==> src/rtl/muldiv_controller_if.sv <==
// EXE/DEC-side bundle of the multiply/divide controller: op request, HI/LO moves,
// architectural HI/LO view, and the hazard requests fed to the pipeline hazard logic.
interface muldiv_controller_if #(
  parameter int WIDTH = 32
);
  logic             start_EXE;
  logic [1:0]       op_EXE;
  logic [WIDTH-1:0] a_EXE;
  logic [WIDTH-1:0] b_EXE;
  logic             mthi_EXE;
  logic             mtlo_EXE;
  logic [WIDTH-1:0] wdata_EXE;
  logic             hilo_use_DEC;
  logic [WIDTH-1:0] hi;
  logic [WIDTH-1:0] lo;
  logic             busy;
  logic             done;
  logic             stall_IF;
  logic             stall_DEC;
  logic             flush_EXE;

  modport master (
    output start_EXE, op_EXE, a_EXE, b_EXE, mthi_EXE, mtlo_EXE, wdata_EXE, hilo_use_DEC,
    input  hi, lo, busy, done, stall_IF, stall_DEC, flush_EXE
  );

  modport slave (
    input  start_EXE, op_EXE, a_EXE, b_EXE, mthi_EXE, mtlo_EXE, wdata_EXE, hilo_use_DEC,
    output hi, lo, busy, done, stall_IF, stall_DEC, flush_EXE
  );
endinterface

==> src/rtl/muldiv_controller.sv <==
// Iterative mult/multu/div/divu sequencer owning HI/LO, one result bit per cycle.
// Latency: start in cycle 0, busy cycles 1..WIDTH+1, result and done in cycle WIDTH+2.
// Backpressure: stalls IF/DEC and flushes EXE while a DEC instruction needs HI/LO or the unit.
module muldiv_controller #(
  parameter int WIDTH = 32
) (
  input  logic              clk,
  input  logic              reset,
  muldiv_controller_if.slave mdu
);
  localparam int CW = $clog2(WIDTH);

  typedef enum logic [1:0] {IDLE, CALC, FIX} state_t;

  state_t             state;
  logic [CW-1:0]      cnt;
  logic [2*WIDTH-1:0] acc;
  logic [WIDTH-1:0]   opnd_b;
  logic               is_div;
  logic               neg_res;
  logic               neg_rem;
  logic               div0;
  logic [WIDTH-1:0]   hi_q;
  logic [WIDTH-1:0]   lo_q;
  logic               done_q;

  logic               signed_op;
  logic               a_neg;
  logic               b_neg;
  logic [WIDTH-1:0]   a_mag;
  logic [WIDTH-1:0]   b_mag;
  logic [WIDTH:0]     mul_sum;
  logic [WIDTH:0]     div_tmp;
  logic               div_ge;
  logic [WIDTH-1:0]   div_rem;
  logic [2*WIDTH-1:0] prod;
  logic [WIDTH-1:0]   quo;
  logic [WIDTH-1:0]   rem;

  always_comb begin
    signed_op = ~mdu.op_EXE[0];
    a_neg     = signed_op & mdu.a_EXE[WIDTH-1];
    b_neg     = signed_op & mdu.b_EXE[WIDTH-1];
    a_mag     = a_neg ? -mdu.a_EXE : mdu.a_EXE;
    b_mag     = b_neg ? -mdu.b_EXE : mdu.b_EXE;

    // Multiply: acc = {partial product, remaining multiplier bits}, shifted right each step.
    mul_sum   = {1'b0, acc[2*WIDTH-1:WIDTH]} + (acc[0] ? {1'b0, opnd_b} : {(WIDTH+1){1'b0}});

    // Divide: acc = {partial remainder, remaining dividend / quotient bits}, shifted left.
    // The partial remainder never exceeds the divisor, so the W-bit remainder cannot overflow.
    div_tmp   = acc[2*WIDTH-1:WIDTH-1];
    div_ge    = (div_tmp >= {1'b0, opnd_b});
    div_rem   = div_ge ? WIDTH'(div_tmp - {1'b0, opnd_b}) : div_tmp[WIDTH-1:0];

    prod      = neg_res ? -acc : acc;
    quo       = neg_res ? -acc[WIDTH-1:0] : acc[WIDTH-1:0];
    rem       = neg_rem ? -acc[2*WIDTH-1:WIDTH] : acc[2*WIDTH-1:WIDTH];
  end

  always_ff @(posedge clk) begin
    if (reset) begin
      state   <= IDLE;
      cnt     <= '0;
      acc     <= '0;
      opnd_b  <= '0;
      is_div  <= 1'b0;
      neg_res <= 1'b0;
      neg_rem <= 1'b0;
      div0    <= 1'b0;
      hi_q    <= '0;
      lo_q    <= '0;
      done_q  <= 1'b0;
    end else begin
      done_q <= 1'b0;
      case (state)
        IDLE: begin
          if (mdu.start_EXE) begin
            state   <= CALC;
            cnt     <= CW'(WIDTH-1);
            is_div  <= mdu.op_EXE[1];
            neg_res <= a_neg ^ b_neg;
            neg_rem <= a_neg;
            div0    <= (mdu.b_EXE == '0);
            acc     <= {{WIDTH{1'b0}}, (mdu.op_EXE[1] ? a_mag : b_mag)};
            opnd_b  <= mdu.op_EXE[1] ? b_mag : a_mag;
          end else begin
            if (mdu.mthi_EXE) hi_q <= mdu.wdata_EXE;
            if (mdu.mtlo_EXE) lo_q <= mdu.wdata_EXE;
          end
        end
        CALC: begin
          acc <= is_div ? {div_rem, acc[WIDTH-2:0], div_ge}
                        : {mul_sum, acc[WIDTH-1:1]};
          if (cnt == '0) state <= FIX;
          else           cnt   <= cnt - 1'b1;
        end
        FIX: begin
          if (is_div) begin
            // Remainder sign-correction already returns the original dividend on /0.
            hi_q <= rem;
            lo_q <= div0 ? {WIDTH{1'b1}} : quo;
          end else begin
            hi_q <= prod[2*WIDTH-1:WIDTH];
            lo_q <= prod[WIDTH-1:0];
          end
          done_q <= 1'b1;
          state  <= IDLE;
        end
        default: state <= IDLE;
      endcase
    end
  end

  assign mdu.hi        = hi_q;
  assign mdu.lo        = lo_q;
  assign mdu.done      = done_q;
  assign mdu.busy      = (state != IDLE);
  assign mdu.stall_IF  = mdu.hilo_use_DEC & ((state != IDLE) | (mdu.start_EXE & (state == IDLE)));
  assign mdu.stall_DEC = mdu.stall_IF;
  assign mdu.flush_EXE = mdu.stall_IF;
endmodule

==> src/flat_wrapper.sv <==
// flat-port wrapper written by rule: the top's interface ports become plain ports
module muldiv_controller_flat 
#(
  parameter int WIDTH = 32
)
  (clk, reset, mdu_start_EXE, mdu_op_EXE, mdu_a_EXE, mdu_b_EXE, mdu_mthi_EXE, mdu_mtlo_EXE, mdu_wdata_EXE, mdu_hilo_use_DEC, mdu_hi, mdu_lo, mdu_busy, mdu_done, mdu_stall_IF, mdu_stall_DEC, mdu_flush_EXE);
  muldiv_controller_if #(.WIDTH(WIDTH)) mdu_i ();
  input  logic clk;
  input  logic reset;
  input wire logic [$bits(mdu_i.start_EXE)-1:0] mdu_start_EXE;
  input wire logic [$bits(mdu_i.op_EXE)-1:0] mdu_op_EXE;
  input wire logic [$bits(mdu_i.a_EXE)-1:0] mdu_a_EXE;
  input wire logic [$bits(mdu_i.b_EXE)-1:0] mdu_b_EXE;
  input wire logic [$bits(mdu_i.mthi_EXE)-1:0] mdu_mthi_EXE;
  input wire logic [$bits(mdu_i.mtlo_EXE)-1:0] mdu_mtlo_EXE;
  input wire logic [$bits(mdu_i.wdata_EXE)-1:0] mdu_wdata_EXE;
  input wire logic [$bits(mdu_i.hilo_use_DEC)-1:0] mdu_hilo_use_DEC;
  output wire logic [$bits(mdu_i.hi)-1:0] mdu_hi;
  output wire logic [$bits(mdu_i.lo)-1:0] mdu_lo;
  output wire logic [$bits(mdu_i.busy)-1:0] mdu_busy;
  output wire logic [$bits(mdu_i.done)-1:0] mdu_done;
  output wire logic [$bits(mdu_i.stall_IF)-1:0] mdu_stall_IF;
  output wire logic [$bits(mdu_i.stall_DEC)-1:0] mdu_stall_DEC;
  output wire logic [$bits(mdu_i.flush_EXE)-1:0] mdu_flush_EXE;
  assign mdu_i.start_EXE = mdu_start_EXE;
  assign mdu_i.op_EXE = mdu_op_EXE;
  assign mdu_i.a_EXE = mdu_a_EXE;
  assign mdu_i.b_EXE = mdu_b_EXE;
  assign mdu_i.mthi_EXE = mdu_mthi_EXE;
  assign mdu_i.mtlo_EXE = mdu_mtlo_EXE;
  assign mdu_i.wdata_EXE = mdu_wdata_EXE;
  assign mdu_i.hilo_use_DEC = mdu_hilo_use_DEC;
  assign mdu_hi = mdu_i.hi;
  assign mdu_lo = mdu_i.lo;
  assign mdu_busy = mdu_i.busy;
  assign mdu_done = mdu_i.done;
  assign mdu_stall_IF = mdu_i.stall_IF;
  assign mdu_stall_DEC = mdu_i.stall_DEC;
  assign mdu_flush_EXE = mdu_i.flush_EXE;
  muldiv_controller #(.WIDTH(WIDTH)) u_core (.clk(clk), .reset(reset), .mdu(mdu_i));
endmodule
==> config.mk <==
export PLATFORM = sky130hd
export DESIGN_NAME = muldiv_controller_flat
export DESIGN_NICKNAME = d
export VERILOG_FILES = /design/src/rtl/muldiv_controller_if.sv /design/src/rtl/muldiv_controller.sv /design/src/flat_wrapper.sv
export SDC_FILE = /design/constraint.sdc
export NUM_CORES = 1
export LEC_CHECK = 0
export BUFFER_PORTS_ARGS = -buffer_cell sky130_fd_sc_hd__buf_2
export CAP_MARGIN = 20
export CORE_MARGIN = 2
export CORE_UTILIZATION = 35
export CTS_CLUSTER_DIAMETER = 30
export DETAILED_ROUTE_END_ITERATION = 10
export PLACE_DENSITY = 0.53
export RECOVER_POWER = 25
export SYNTH_ARGS = -nofsm -noshare
export SYNTH_HDL_FRONTEND = slang
export SYNTH_SLANG_ARGS = --single-unit
==> constraint.sdc <==
create_clock -name clk -period 3.3 [get_ports clk]
set_input_delay 0 -clock clk [delete_from_list [all_inputs] [get_ports clk]]
set_output_delay 0 -clock clk [all_outputs]
set_load 0.02 [all_outputs]
# [Word level (Yosys, flattened, before mapping)]
# Index checks and enable logic that the tools add are counted.
[op_classes] n_addsub=8 order_cmp=1 eq_ne=8 mux=28 bitwise_logic=7 reduce_logical=12
[op_table] op="2-to-1 mux 32 bit" n=15
[op_table] op="2-to-1 mux 64 bit" n=3
[op_table] op="negation 32 bit" n=4
[op_table] op="one-hot mux 32 bit (2 select lines)" n=2
[op_table] op="one-hot mux 64 bit (2 select lines)" n=1
[op_table] op="negation 64 bit" n=1
[op_table] op="adder 32 x 32 -> 33 bit" n=1
[op_table] op=">= comparator 33 x 32 -> 1 bit" n=1
[op_table] op="zero test 32 bit" n=1
[op_table] op="subtractor 32 bit" n=1
[op_table] op="2-to-1 mux 5 bit" n=2
[op_table] op="inequality test 2 bit (second input constant)" n=5
[op_table] op="one-hot mux 5 bit (2 select lines)" n=1
[op_table] op="AND reduction 3 bit" n=3
[op_table] op="AND reduction 2 bit" n=3
[op_table] op="nonzero test 2 bit" n=3
[op_table] op="zero test 5 bit" n=1
[op_table] op="subtractor 5 x 1 -> 5 bit (second input constant)" n=1
[op_table] op="AND 1 bit" n=4
[op_table] op="2-to-1 mux 2 bit" n=2
[op_table] op="one-hot mux 2 bit (2 select lines)" n=1
[op_table] op="equality test 2 x 1 -> 1 bit (second input constant)" n=1
[op_table] op="equality test 2 bit (second input constant)" n=1
[op_table] op="zero test 2 bit" n=1
[op_table] op="other kinds (5)" n=5
[totals] reg_bits=172 inputBits=104 output_inout_bits=69 elab_cells=75

# [Longest topological paths before layout]
[logic_depth] ltp_word=6 depth_mapped=15 ltp_nobuf=14

# [Least setup slack after synthesis]
# Ideal clock, no wire load.
[synth_timing] kind="register to register" startpoint="register u_core.acc[10]" endpoint="register u_core.hi_q[17], in the netlist u_core.mdu.hi[17]" setup_time_ns=0.086 arrival_time_ns=3.410 required_time_ns=3.214 slack_ns=-0.195 stages_incl_launch_ff=13 n_path_buf=2 synth_period_minus_slack_ns=3.495 cell_sequence="dfxtp_1 > buf_6 > or4_4 > or4_4 > or4b_1 > buf_2 > or4_4 > nand2_2 > nand3_2 > o41ai_2 > xnor2_1 > nor2_1 > a211oi_1"
[synth_via] elab_chain_len=4
[synth_rtl] element="start: declaration" line="muldiv_controller.sv:17" rtl="logic [2*WIDTH-1:0] acc;"
[synth_rtl] element="start signal: assignment" line="muldiv_controller.sv:85" rtl="acc <= {{WIDTH{1'b0}}, (mdu.op_EXE[1] ? a_mag : b_mag)};"
[synth_rtl] element="start signal: assignment" line="muldiv_controller.sv:93" rtl="acc <= is_div ? {div_rem, acc[WIDTH-2:0], div_ge}"
[synth_rtl] element="negation 64 bit" line="muldiv_controller.sv:56" rtl="prod = neg_res ? -acc : acc;"
[synth_rtl] element="2-to-1 mux 64 bit" line="muldiv_controller.sv:56"
[synth_rtl] element="2-to-1 mux 32 bit" line="muldiv_controller.sv:99" rtl="if (is_div) begin"
[synth_rtl] element="one-hot mux 32 bit (2 select lines)" line="muldiv_controller.sv:76" rtl="case (state)"
[synth_rtl] element="end signal: assignment" line="muldiv_controller.sv:88" rtl="if (mdu.mthi_EXE) hi_q <= mdu.wdata_EXE;"
[synth_rtl] element="end signal: assignment" line="muldiv_controller.sv:101" rtl="hi_q <= rem;"
[synth_rtl] element="end signal: assignment" line="muldiv_controller.sv:104" rtl="hi_q <= prod[2*WIDTH-1:WIDTH];"
[synth_rtl] element="end: declaration" line="muldiv_controller.sv:23" rtl="logic [WIDTH-1:0] hi_q;"
# No other way between the ends.
# A chain may end at the register's enable or synchronous reset.

# [Worst setup path after layout]
[layout_timing] startpoint="register u_core.acc[15]" endpoint="register u_core.hi_q[21], in the netlist u_core.mdu.hi[21]"
# Same word-level chain as after synthesis.

==> flow_summary_export.csv <==
group,metric,value,unit
grt,gr-usage-met1,39.6,%
clocking,clk_latency,0.46,ns
sta,tightest_slew,1.04,ns
sta,report.final.slew_viol_count,0,
sta,fmax,307,MHz
drt,drc_errors,0,
critical_path,r2r-start,"u_core.acc[15]",
critical_path,ff2ff_path_depth,10,
finish,num_antenna_cells,0,
die,core_area,40600,um2
critical_path,path_max_fanout,4,
sta,setup_viol,0,
sta,fin_crit,3.26,ns
logic_synthesis,ys_ff_latch,172,
grt,grt_pass1_wl,88000,um
logic_synthesis,async_flop_share,0,%
clocking,cts_root_buf,"clkbuf_16",
drt,routedWlPerCell,21.3,um
die,fp-row-count,74,
critical_path,crit_type,"reg -> reg",
logic_synthesis,syn_area_per_cell,7.33,um2
grt,overflow,0,
critical_path,crit_path_end_kind,"flop",
sta,rsz0062_at_grt,"true",
die,start_util,35.3,%
place,portBuffers,172,
die,top_level_ports,173,
clocking,cts_buffer_depth,2,
place,dpl.hpwl,47200,um
drt,first_iter_violations,1366,
drt,vias,15900,
grt,grt_usage,27.3,%
grt,antenna_found_initial,1,
grt,grt_use_met3,3.50,%
sta,report.final.hold_viol_count,0,
power_and_ir_drop,power_density,435,nW/um2
grt,grt_pass1_vias,14600,
critical_path,critPathLaunchType,"flop",
sta,fin_crit_sh,98.8,%
place,gp_congestion,0.986,
logic_synthesis,netlist_area,14400,um2
logic_synthesis,ys.flop_type,"dfxtp_1",
logic_synthesis,syn_inst,1959,
power_and_ir_drop,irDropWorstVdd,284,uV
die,die-area,42700,um2
finish,nFillCells,4187,
finish,multi_input_area,10400,um2
sta,fin_skew,0.0148,ns
finish,fin_nets,2416,
hold_path,hold_start,"mdu_b_EXE[30]",
logic_synthesis,yosys_warnings,0,
hold_path,holdPathStages,3,
sta,tns,0,ns
drt,via_per_inst,5.70,
clocking,cts_inserted_buffers,17,
die,die_x,207,um
critical_path,arrival,3.57,ns
clocking,cts.clk_slew.worst_paths,0.07,ns
drt,ant_nets,0,
clocking,h-tree-depth,4,
die,fp.dieH,207,um
logic_synthesis,ys_seq_area_share,24.0,%
sta,slew_headroom,30.9,%
finish,drive_gt1_share,17.4,%
critical_path,rr_endpoint,"u_core.mdu.hi[21]",
hold_path,hp-class,"in -> reg",
power_and_ir_drop,total_power,7.83,mW
critical_path,required,3.61,ns
finish,seqCellArea,3450,um2
grt,gr-max-usage-layer,"met2",
clocking,cts_num_sinks,172,
logic_synthesis,synth_cell_types,74,
place,placed_cell_area,16800,um2
finish,fin_area,18000,um2
critical_path,r2r_slack,0.04,ns
finish,syn_to_final_growth,25.3,%
run_status,status,"complete, no violations",
clocking,cts_tree,"built",
logic_synthesis,synth_edf_count,0,
power_and_ir_drop,leakage,7.49,nW
hold_path,holdPathEnd,"u_core.acc[30]",
flow_run,maxCapViolCount,0,
drt,drt-pass1-iter-count,6,
logic_synthesis,syn-num-nets,2135,
drt,wl,59200,um
grt,grt_max_degree,76,
grt,use_met2,42.1,%
-- worst max path at each step --
stage | startpoint | end | slack [ns] | cells after the start
6_report | u_core.acc[15] | u_core.mdu.hi[21] | 0.04 | 10
4_1_cts | u_core.acc[15] | u_core.mdu.hi[17] | -0.005 | 10
2_1_floorplan | u_core.acc[10] | u_core.mdu.hi[17] | -0.04 | 12
5_1_grt | u_core.opnd_b[5] | u_core.acc[60] | -0.05 | 16
3_5_place_dp | u_core.acc[0] | u_core.acc[63] | -0.16 | 15
3_3_place_gp | u_core.acc[0] | u_core.acc[63] | -0.15 | 15
-- worst max-delay path: stages (launching register included) --
cell and delay, ns:
dfxtp_1 0.31, or4_4 0.55, or4_4 0.45, or4b_4 0.50, or4_4 0.46, nand2_4 0.10
nand3_4 0.10, nor2_2 0.13, a31oi_1 0.10, xnor2_1 0.30, a211oi_1 0.11
-- kinds of logic after synthesis --
| group | Yosys count | synth area share [%] |
|---|---|---|
| AOI/OAI and AO/OA | 645 | 28.9 |
| and+or+nand+nor | 627 | 20.0 |
| buffers and inverters | 202 | 5.41 |
| xor gates and xnor gates | 172 | 10.5 |
| DFF | 172 | 24.0 |
| adders and majority gates | 72 | 6.38 |
| muxes | 69 | 4.84 |
-- through the flow --
step                instances  util (%)  hold WS, ns  setup WS, ns
CTS                      2781      44.0       0.0137      -0.00547
global placement         2709      41.3        0.331        -0.146
finish                   2785      44.3       0.0198        0.0393
detailed placement       2709      41.3        0.321        -0.155
floorplan                1959         -        0.174       -0.0429
global route             2785      44.3       0.0135       -0.0518
-- cell usage in the layout, fill, tap and decap left out, drive strengths merged, types with 74 or more instances in the layout --
cell type / synthesis / final
clkbuf: 114 / 79
inv: 68 / 74
nand2: 197 / 197
nor2: 228 / 228
a21oi: 202 / 202
o21ai: 121 / 121
xnor2: 99 / 99
dfxtp: 172 / 172
a211oi: 80 / 80
buf: 20 / 299
-- repair_timing --
action,4_1_cts,5_1_grt
setup buffers,2,4
hold buffers,38,0
hold endpoints to repair,64,0
endpoints found under the setup margin,19,45
gates resized for setup,13,43
pin swaps,7,18
-- cell usage after synthesis (30+ instances only) --
cell,instances,area [um2]
o221ai_1,30,263
a21o_1,31,233
ha_1,70,876
nand2_1,196,736
xor2_1,73,639
xnor2_1,99,867
o21ai_0,120,601
clkbuf_1,113,424
mux2i_1,66,661
a21oi_1,202,1010
inv_1,68,255
nor2_1,228,856
a211oi_1,80,601
dfxtp_1,172,3440
o211ai_1,35,263
nor3_1,37,185
-- state kept, by name, indices dropped and copies added, names as in the netlist --
register and flops:
u_core.acc 64, u_core.cnt 5, u_core.div0 1, u_core.is_div 1, u_core.mdu.done 1, u_core.mdu.hi 32
u_core.mdu.lo 32, u_core.neg_rem 1, u_core.neg_res 1, u_core.opnd_b 32, u_core.state 2
-- layout make-up --
cell class                 instances  area share, %
multi-input combinational       1585           57.8
sequential                       172           19.2
inverter                          68           1.42
clock inverter                    12          0.841
timing repair buffer             396           14.6
clock buffer                      20           2.54
tap                              532           3.70
-- report_power, final --
group	switching, mW	internal [mW]	total, mW
clock network	0.966	1.18	2.15
logic	1.99	1.27	3.26
registers	0.164	2.26	2.42
total	3.12	4.71	7.83
-- per-layer routing --
metal / vias up / routed length (um)
li1: 7682 / -
met1: 7497 / 28000
met2: 626 / 25700
met3: 73 / 4120
met4: 0 / 1490
met5: - / 0
Power figures use the tool's default switching activity.
